## src/rtl/pmt_master_arb_if.sv

```systemverilog
// Bundle of the shared PMT master write stream: per-requester beat inputs,
// the forwarded word and the arbiter status outputs.
interface pmt_master_arb_if #(
    parameter int NUM_REQ = 2
);
    logic [NUM_REQ*32-1:0] req_data_i;
    logic [NUM_REQ-1:0]    req_vld_i;
    logic [NUM_REQ-1:0]    req_last_i;
    logic [NUM_REQ-1:0]    req_rdy_o;
    logic                  pmt_busy_i;
    logic [31:0]           master_wr_data_o;
    logic                  master_wr_vld_o;
    logic [NUM_REQ-1:0]    grant_o;
    logic                  timeout_err_o;
    logic                  arb_busy_o;

    // Arbiter side
    modport master (
        input  req_data_i, req_vld_i, req_last_i, pmt_busy_i,
        output req_rdy_o, master_wr_data_o, master_wr_vld_o,
        grant_o, timeout_err_o, arb_busy_o
    );

    // Requester / downstream side
    modport slave (
        output req_data_i, req_vld_i, req_last_i, pmt_busy_i,
        input  req_rdy_o, master_wr_data_o, master_wr_vld_o,
        grant_o, timeout_err_o, arb_busy_o
    );
endinterface

```

## src/rtl/pmt_master_arb.sv

```systemverilog
// Packet-atomic round-robin arbiter for the PMT master write stream, with a
// fixed idle gap after each packet and a stall timeout that aborts the owner.
module pmt_master_arb #(
    parameter int NUM_REQ        = 2,
    parameter int GAP_CYCLES     = 16,
    parameter int TIMEOUT_CYCLES = 32768
) (
    input  logic              clk_i,
    input  logic              rst_n_i,
    pmt_master_arb_if.master  bus
);
    localparam int DATA_W = 32;
    localparam int PTR_W  = (NUM_REQ > 1) ? $clog2(NUM_REQ) : 1;
    localparam int TO_W   = $clog2(TIMEOUT_CYCLES + 1);
    localparam logic [TO_W-1:0] TO_LIMIT  = TO_W'(TIMEOUT_CYCLES - 1);
    localparam logic [7:0]      GAP_LIMIT = 8'(GAP_CYCLES);

    typedef enum logic [1:0] {IDLE, XFER, GAP} state_t;

    state_t              state;
    logic [NUM_REQ-1:0]  grant;
    logic [PTR_W-1:0]    rr_ptr;
    logic [PTR_W-1:0]    own_idx;
    logic [TO_W-1:0]     to_cnt;
    logic [7:0]          gap_cnt;
    logic                to_err;
    logic                busy;
    logic [DATA_W-1:0]   wr_data_p1;
    logic                wr_vld_p1;

    logic [NUM_REQ-1:0]  rdy_p0;
    logic                vld_p0;
    logic                last_p0;
    logic [DATA_W-1:0]   data_p0;
    logic                win_found;
    logic [PTR_W-1:0]    win_idx;
    logic [PTR_W-1:0]    cand;
    logic [PTR_W-1:0]    next_ptr;

    function automatic logic [TO_W-1:0] to_inc(input logic [TO_W-1:0] v);
        to_inc = (v == {TO_W{1'b1}}) ? v : v + 1'b1;
    endfunction

    function automatic logic [7:0] gap_inc(input logic [7:0] v);
        gap_inc = (v == 8'hFF) ? v : v + 8'd1;
    endfunction

    // Stage p0: owner beat acceptance, combinational from the registered grant
    assign rdy_p0  = (state == XFER) ? grant : '0;
    assign vld_p0  = |(bus.req_vld_i & rdy_p0);
    assign last_p0 = |(bus.req_last_i & bus.req_vld_i & rdy_p0);
    assign data_p0 = bus.req_data_i[own_idx*DATA_W +: DATA_W];

    // First valid requester at or above the RR pointer, wrapping around
    always_comb begin
        win_found = 1'b0;
        win_idx   = rr_ptr;
        cand      = '0;
        for (int i = 0; i < NUM_REQ; i++) begin
            cand = PTR_W'((int'(rr_ptr) + i) % NUM_REQ);
            if (!win_found && bus.req_vld_i[cand]) begin
                win_found = 1'b1;
                win_idx   = cand;
            end
        end
    end

    assign next_ptr = (win_idx == PTR_W'(NUM_REQ - 1)) ? '0 : win_idx + 1'b1;

    always_ff @(posedge clk_i or negedge rst_n_i) begin
        if (!rst_n_i) begin
            state      <= IDLE;
            grant      <= '0;
            rr_ptr     <= '0;
            own_idx    <= '0;
            to_cnt     <= '0;
            gap_cnt    <= '0;
            to_err     <= 1'b0;
            busy       <= 1'b0;
            wr_data_p1 <= '0;
            wr_vld_p1  <= 1'b0;
        end else begin
            wr_vld_p1 <= 1'b0;
            to_err    <= 1'b0;
            case (state)
                IDLE: begin
                    if (!bus.pmt_busy_i && win_found) begin
                        grant   <= NUM_REQ'(1) << win_idx;
                        own_idx <= win_idx;
                        rr_ptr  <= next_ptr;
                        to_cnt  <= '0;
                        busy    <= 1'b1;
                        state   <= XFER;
                    end
                end
                XFER: begin
                    // Stage p1: registered forwarding of the accepted beat
                    if (vld_p0) begin
                        wr_vld_p1  <= 1'b1;
                        wr_data_p1 <= data_p0;
                        to_cnt     <= '0;
                        if (last_p0) begin
                            grant   <= '0;
                            gap_cnt <= '0;
                            state   <= GAP;
                        end
                    end else if (to_cnt >= TO_LIMIT) begin
                        grant   <= '0;
                        gap_cnt <= '0;
                        to_err  <= 1'b1;
                        state   <= GAP;
                    end else begin
                        to_cnt <= to_inc(to_cnt);
                    end
                end
                GAP: begin
                    if (gap_cnt >= GAP_LIMIT) begin
                        busy  <= 1'b0;
                        state <= IDLE;
                    end else begin
                        gap_cnt <= gap_inc(gap_cnt);
                    end
                end
                default: begin
                    grant <= '0;
                    busy  <= 1'b0;
                    state <= IDLE;
                end
            endcase
        end
    end

    assign bus.req_rdy_o        = rdy_p0;
    assign bus.master_wr_data_o = wr_data_p1;
    assign bus.master_wr_vld_o  = wr_vld_p1;
    assign bus.grant_o          = grant;
    assign bus.timeout_err_o    = to_err;
    assign bus.arb_busy_o       = busy;
endmodule

```

## src/flat_wrapper.sv

```systemverilog
// flat-port wrapper written by rule: the top's interface ports become plain ports
module pmt_master_arb_flat 
#(
    parameter int NUM_REQ        = 2,
    parameter int GAP_CYCLES     = 16,
    parameter int TIMEOUT_CYCLES = 32768
)
  (clk_i, rst_n_i, bus_req_data_i, bus_req_vld_i, bus_req_last_i, bus_pmt_busy_i, bus_req_rdy_o, bus_master_wr_data_o, bus_master_wr_vld_o, bus_grant_o, bus_timeout_err_o, bus_arb_busy_o);
  pmt_master_arb_if #(.NUM_REQ(NUM_REQ)) bus_i ();
  input  logic clk_i;
  input  logic rst_n_i;
  input wire logic [$bits(bus_i.req_data_i)-1:0] bus_req_data_i;
  input wire logic [$bits(bus_i.req_vld_i)-1:0] bus_req_vld_i;
  input wire logic [$bits(bus_i.req_last_i)-1:0] bus_req_last_i;
  input wire logic [$bits(bus_i.pmt_busy_i)-1:0] bus_pmt_busy_i;
  output wire logic [$bits(bus_i.req_rdy_o)-1:0] bus_req_rdy_o;
  output wire logic [$bits(bus_i.master_wr_data_o)-1:0] bus_master_wr_data_o;
  output wire logic [$bits(bus_i.master_wr_vld_o)-1:0] bus_master_wr_vld_o;
  output wire logic [$bits(bus_i.grant_o)-1:0] bus_grant_o;
  output wire logic [$bits(bus_i.timeout_err_o)-1:0] bus_timeout_err_o;
  output wire logic [$bits(bus_i.arb_busy_o)-1:0] bus_arb_busy_o;
  assign bus_i.req_data_i = bus_req_data_i;
  assign bus_i.req_vld_i = bus_req_vld_i;
  assign bus_i.req_last_i = bus_req_last_i;
  assign bus_i.pmt_busy_i = bus_pmt_busy_i;
  assign bus_req_rdy_o = bus_i.req_rdy_o;
  assign bus_master_wr_data_o = bus_i.master_wr_data_o;
  assign bus_master_wr_vld_o = bus_i.master_wr_vld_o;
  assign bus_grant_o = bus_i.grant_o;
  assign bus_timeout_err_o = bus_i.timeout_err_o;
  assign bus_arb_busy_o = bus_i.arb_busy_o;
  pmt_master_arb #(.NUM_REQ(NUM_REQ), .GAP_CYCLES(GAP_CYCLES), .TIMEOUT_CYCLES(TIMEOUT_CYCLES)) u_core (.clk_i(clk_i), .rst_n_i(rst_n_i), .bus(bus_i));
endmodule
```

## config.mk

```make
export PLATFORM = sky130hd
export DESIGN_NAME = pmt_master_arb_flat
export DESIGN_NICKNAME = d
export VERILOG_FILES = /design/src/rtl/pmt_master_arb_if.sv /design/src/rtl/pmt_master_arb.sv /design/src/flat_wrapper.sv
export SDC_FILE = /design/constraint.sdc
export NUM_CORES = 1
export LEC_CHECK = 0
export ABC_AREA = 1
export ABC_CLOCK_PERIOD_IN_PS = 1900
export CORE_MARGIN = 2
export CORE_UTILIZATION = 40
export CTS_BUF_LIST = sky130_fd_sc_hd__clkbuf_4 sky130_fd_sc_hd__clkbuf_8 sky130_fd_sc_hd__clkbuf_16
export CTS_CLUSTER_DIAMETER = 200
export CTS_CLUSTER_SIZE = 12
export DETAILED_ROUTE_END_ITERATION = 10
export GPL_ROUTABILITY_DRIVEN = 1
export PLACE_DENSITY = 0.76
export REMOVE_ABC_BUFFERS = 1
export SLEW_MARGIN = 30
export SYNTH_ARGS = -nofsm -noshare
export SYNTH_HDL_FRONTEND = slang
export SYNTH_SLANG_ARGS = --single-unit
```

## constraint.sdc

```tcl
create_clock -name clk_i -period 1.9 [get_ports clk_i]
set_input_delay 0.38 -clock clk_i [delete_from_list [all_inputs] [get_ports clk_i]]
set_output_delay 0.38 -clock clk_i [all_outputs]
set_load 0.02 [all_outputs]
```

==> Implementation_results.wiki <==
{| class="wikitable"
! Metric !! Value
|-
| Pin count of the biggest net entering global routing || 41
|-
| Cell depth of the worst setup path || 5
|-
| Part of the cycle the worst path needs || 0.940
|-
| Ports placed on the boundary || 110
|-
| Effective utilization at floorplan || 0.412
|-
| Number of CTS-inserted buffers || 9
|-
| Sum of buffers and inverters on the critical path || 3
|-
| R2R cell count || 10
|-
| Least-Margin Pin Slew || 0.409 ns
|-
| Final ANT Viol Nets || 0
|-
| DR iter-0 viols || 148
|-
| Proportion of synthesized flip-flops having asynchronous set or reset || 1.00
|-
| Number of diodes || 0
|-
| Commonest cells in the netlist || 135 x sky130_fd_sc_hd__nand2_1, 65 x sky130_fd_sc_hd__dfrtp_1, 57 x sky130_fd_sc_hd__nor2_1
|-
| Power per cell area || 1370 nW/um^2
|-
| DIE HEIGHT || 95.8 um
|-
| Hold Path Class || in2async
|-
| Final net count || 607
|-
| Sw frac || 0.409
|-
| Signed area change from the synthesized netlist to the final layout || 42.5%
|-
| CP Cell Sequence || inv_2, ha_4, nand2_1, inv_1, clkdlybuf4s15_2
|-
| Root Buffer Master || sky130_fd_sc_hd__clkbuf_8
|-
| Max Buffers Root-to-Sink || 2
|-
| Dominant cell by count in the synthesized netlist || sky130_fd_sc_hd__nand2_1
|-
| DRT Wirelength || 8530 um
|-
| Fraction of final layout cells sized beyond drive strength 1 || 0.102
|-
| Final setup fails || 0
|-
| Number of H-tree branching levels || 3
|-
| First-pass iteration count of the detailed router || 4
|-
| Global Route Usage Sum || 0.203
|-
| Number of register bits inferred by synthesis || 65
|-
| Count of input and output buffers || 109
|-
| Final Max Tran Viols || 0
|-
| Part of the power in combinational logic || 0.505
|-
| Dominant cell type by area after synthesis || sky130_fd_sc_hd__dfrtp_1
|-
| Final global-route overflow total || 0
|-
| TritonCTS clock tree || yes
|-
| DRC || 0
|-
| CP max-delay cell || sky130_fd_sc_hd__dfrtp_1
|-
| Area share of the leading cell type in the synthesized netlist || 0.483
|-
| Max capacitance violation total || 0
|-
| Clk pwr share || 0.171
|-
| Worst EP arrival || 1.41 ns
|-
| Dominant cells by area after synthesis || sky130_fd_sc_hd__dfrtp_1 48%, sky130_fd_sc_hd__nand2_1 15%, sky130_fd_sc_hd__nor2_1 6.4%
|-
| Switching component of the power || 2.68 mW
|-
| Cell count after synthesis || 416
|-
| Sequential share of the synthesized area || 0.483
|-
| Maximum VDD drop || 0.000656 V
|-
| Routed vias || 3129
|-
| Final core utilization || 0.587
|-
| Static Leakage || 2.14 nW
|-
| Syn. warnings || 0
|-
| Wire length of the first global-routing pass || 14300 um
|-
| Remaining max-slew budget at the tightest pin || 0.726
|-
| Post-layout power || 6.55 mW
|-
| Worst Clk Skew || 0.00981 ns
|-
| Vias in the first global route || 3171
|-
| Int Power || 3.88 mW
|-
| Die Span X || 95.8 um
|-
| Core Rows || 33
|-
| Final Hold Violating Endpoints || 0
|-
| Number of flops mapped to enable cells by yosys || 0
|-
| GPL Wtd Cong || 0.842
|-
| Startpoint type of the worst setup path || flop
|-
| Run status || finished, final reports clean
|-
| Critical Path End Type || primary output
|-
| Worst-Skew Late Latency || 0.34 ns
|-
| Achievable clock frequency || 0.560 GHz
|-
| Mean instance size in the synthesized netlist || 8.10 um^2
|-
| Floorplan die area || 9170 um^2
|-
| Type of the worst setup path || reg2out
|-
| Sequential cell fraction of total power || 0.324
|-
| Unrepaired setup endpoints after global routing || true
|-
| Worst stage delay on the critical path || 0.41 ns
|-
| FILL cells || 706
|-
| Final critical delay including setup and external delays || 1.79 ns
|-
| Number of library cell types mapped by synthesis || 32
|-
| Main flop type after synthesis || sky130_fd_sc_hd__dfrtp_1
|-
| Floorplan core area || 8180 um^2
|-
| Largest driver fanout on the critical path || 5
|-
| Endpoint required time on the critical path || 1.52 ns
|-
| CP delay by family, top || buffers and inverters
|-
| Initial antenna violation count || 0
|-
| Clock transition time at the flip-flop clock pins of the worst setup and hold paths || 0.07 ns
|-
| Post-detail-place hpwl || 6390 um
|-
| Via/cell ratio || 4.91
|-
| Setup slack, reg-to-reg || 0.15 ns
|-
| Combined area of all synthesized cells || 3370 um^2
|-
| Post-CTS setup buffers || 0
|-
| Average detailed-routed wire length per instance || 13.4 um
|-
| Sink Count || 65
|}
-- timing repair --
action                                 in CTS  in global routing
resized for setup                           6                  4
hold buffers                                1                  0
setup endpoints to repair                   2                 35
pin swaps                                   0                  0
endpoints found under the hold margin      11                  0
gates cloned                                0                  0
-- power groups by stage --
stage               registers, mW  clock network, mW  logic (mW)
floorplan                    2.62                  0        1.24
global placement             2.12                  0        3.25
detailed placement           2.14                  0        3.32
CTS                          2.12               1.14        3.32
global route                 2.18               1.23        3.61
finish                       2.12               1.12        3.31
-- metrics by stage --
| step | std cells | setup slack, ns | setup TNS, ns | area (um^2) | hold slack, ns |
|---|---|---|---|---|---|
| 2_1_floorplan | 398 | -0.457 | -11.09 | 3260 | 0.0844 |
| 3_3_place_gp | 622 | 0.0314 | 0 | 4590 | 0.300 |
| 3_5_place_dp | 622 | -0.0150 | -0.0298 | 4590 | 0.296 |
| 4_1_cts | 637 | 0.0118 | 0 | 4780 | 0.477 |
| 5_1_grt | 637 | -0.0162 | -0.0162 | 4800 | 0.494 |
| 6_report | 637 | 0.114 | 0 | 4800 | 0.478 |
-- per-layer routing --
metal | track usage | vias to the layer above | routed length, um
li1 | - | 1571 | -
met1 | 0.242 | 1462 | 3570
met2 | 0.347 | 82 | 4280
met3 | 0.0626 | 14 | 538
met4 | 0.0726 | 0 | 144
met5 | 0 | - | 0
-- layout make-up --
| cell class | instances | area (um^2) | share of cell area |
|---|---|---|---|
| clock buffer | 10 | 138 | 0.0287 |
| multi-input combinational | 309 | 1560 | 0.325 |
| timing repair buffer | 120 | 1210 | 0.252 |
| clock inverter | 4 | 45.0 | 0.00938 |
| tap | 105 | 131 | 0.0274 |
| inverter | 24 | 90.1 | 0.0188 |
| sequential | 65 | 1630 | 0.339 |
-- registers in the layout (all words and copies together), names as in the netlist --
| name | flops |
|---|---|
| u_core.bus.grant_o | 2 |
| u_core.bus.arb_busy_o | 1 |
| u_core.gap_cnt | 8 |
| u_core.bus.master_wr_data_o | 32 |
| u_core.to_cnt | 16 |
| u_core.bus.timeout_err_o | 1 |
| u_core.bus.master_wr_vld_o | 1 |
| u_core.rr_ptr | 1 |
| u_core.state | 2 |
| u_core.own_idx | 1 |
-- path summary, 6_finish.rpt --
path | end | startpoint
worst max-delay path | bus_req_rdy_o[1] | u_core.state[1]$_DFFE_PN0P_
worst min-delay path | u_core.bus.master_wr_data_o[4]$_DFFE_PN0P_ | rst_n_i
worst max register to register | u_core.to_cnt[0]$_DFFE_PN0P_ | u_core.to_cnt[0]$_DFFE_PN0P_
worst min register to register | u_core.gap_cnt[4]$_DFFE_PN0P_ | u_core.gap_cnt[4]$_DFFE_PN0P_
max in group asynchronous | u_core.to_cnt[0]$_DFFE_PN0P_ | rst_n_i
min in group clk_i | u_core.gap_cnt[4]$_DFFE_PN0P_ | u_core.gap_cnt[4]$_DFFE_PN0P_
-- cell families after synthesis --
logic type / Yosys count / share of synthesized area
compound gates: 64 / 0.127
xor+xnor: 8 / 0.0208
fa+ha+maj: 7 / 0.0260
buf+inv: 42 / 0.0598
flops: 65 / 0.483
simple gates: 230 / 0.283
-- placed cells by master, fill, tap and decap left out, drive strengths merged --
master	n
o21ai	18
buf	11
clkdlybuf4s50	106
o211ai	1
a21boi	3
nand4	3
clkinv	3
inv	24
or2	2
nand3b	1
nor2	60
ha	7
clkbuf	10
a21oi	4
dlygate4sd3	1
o22ai	1
nand2	142
dfrtp	65
bufinv	1
nor3b	1
nor3	2
a31oi	33
xor2	8
o21a	1
o21bai	2
clkdlybuf4s15	2
a21o	1
nand3	19
Power figures use the tool's default switching activity.
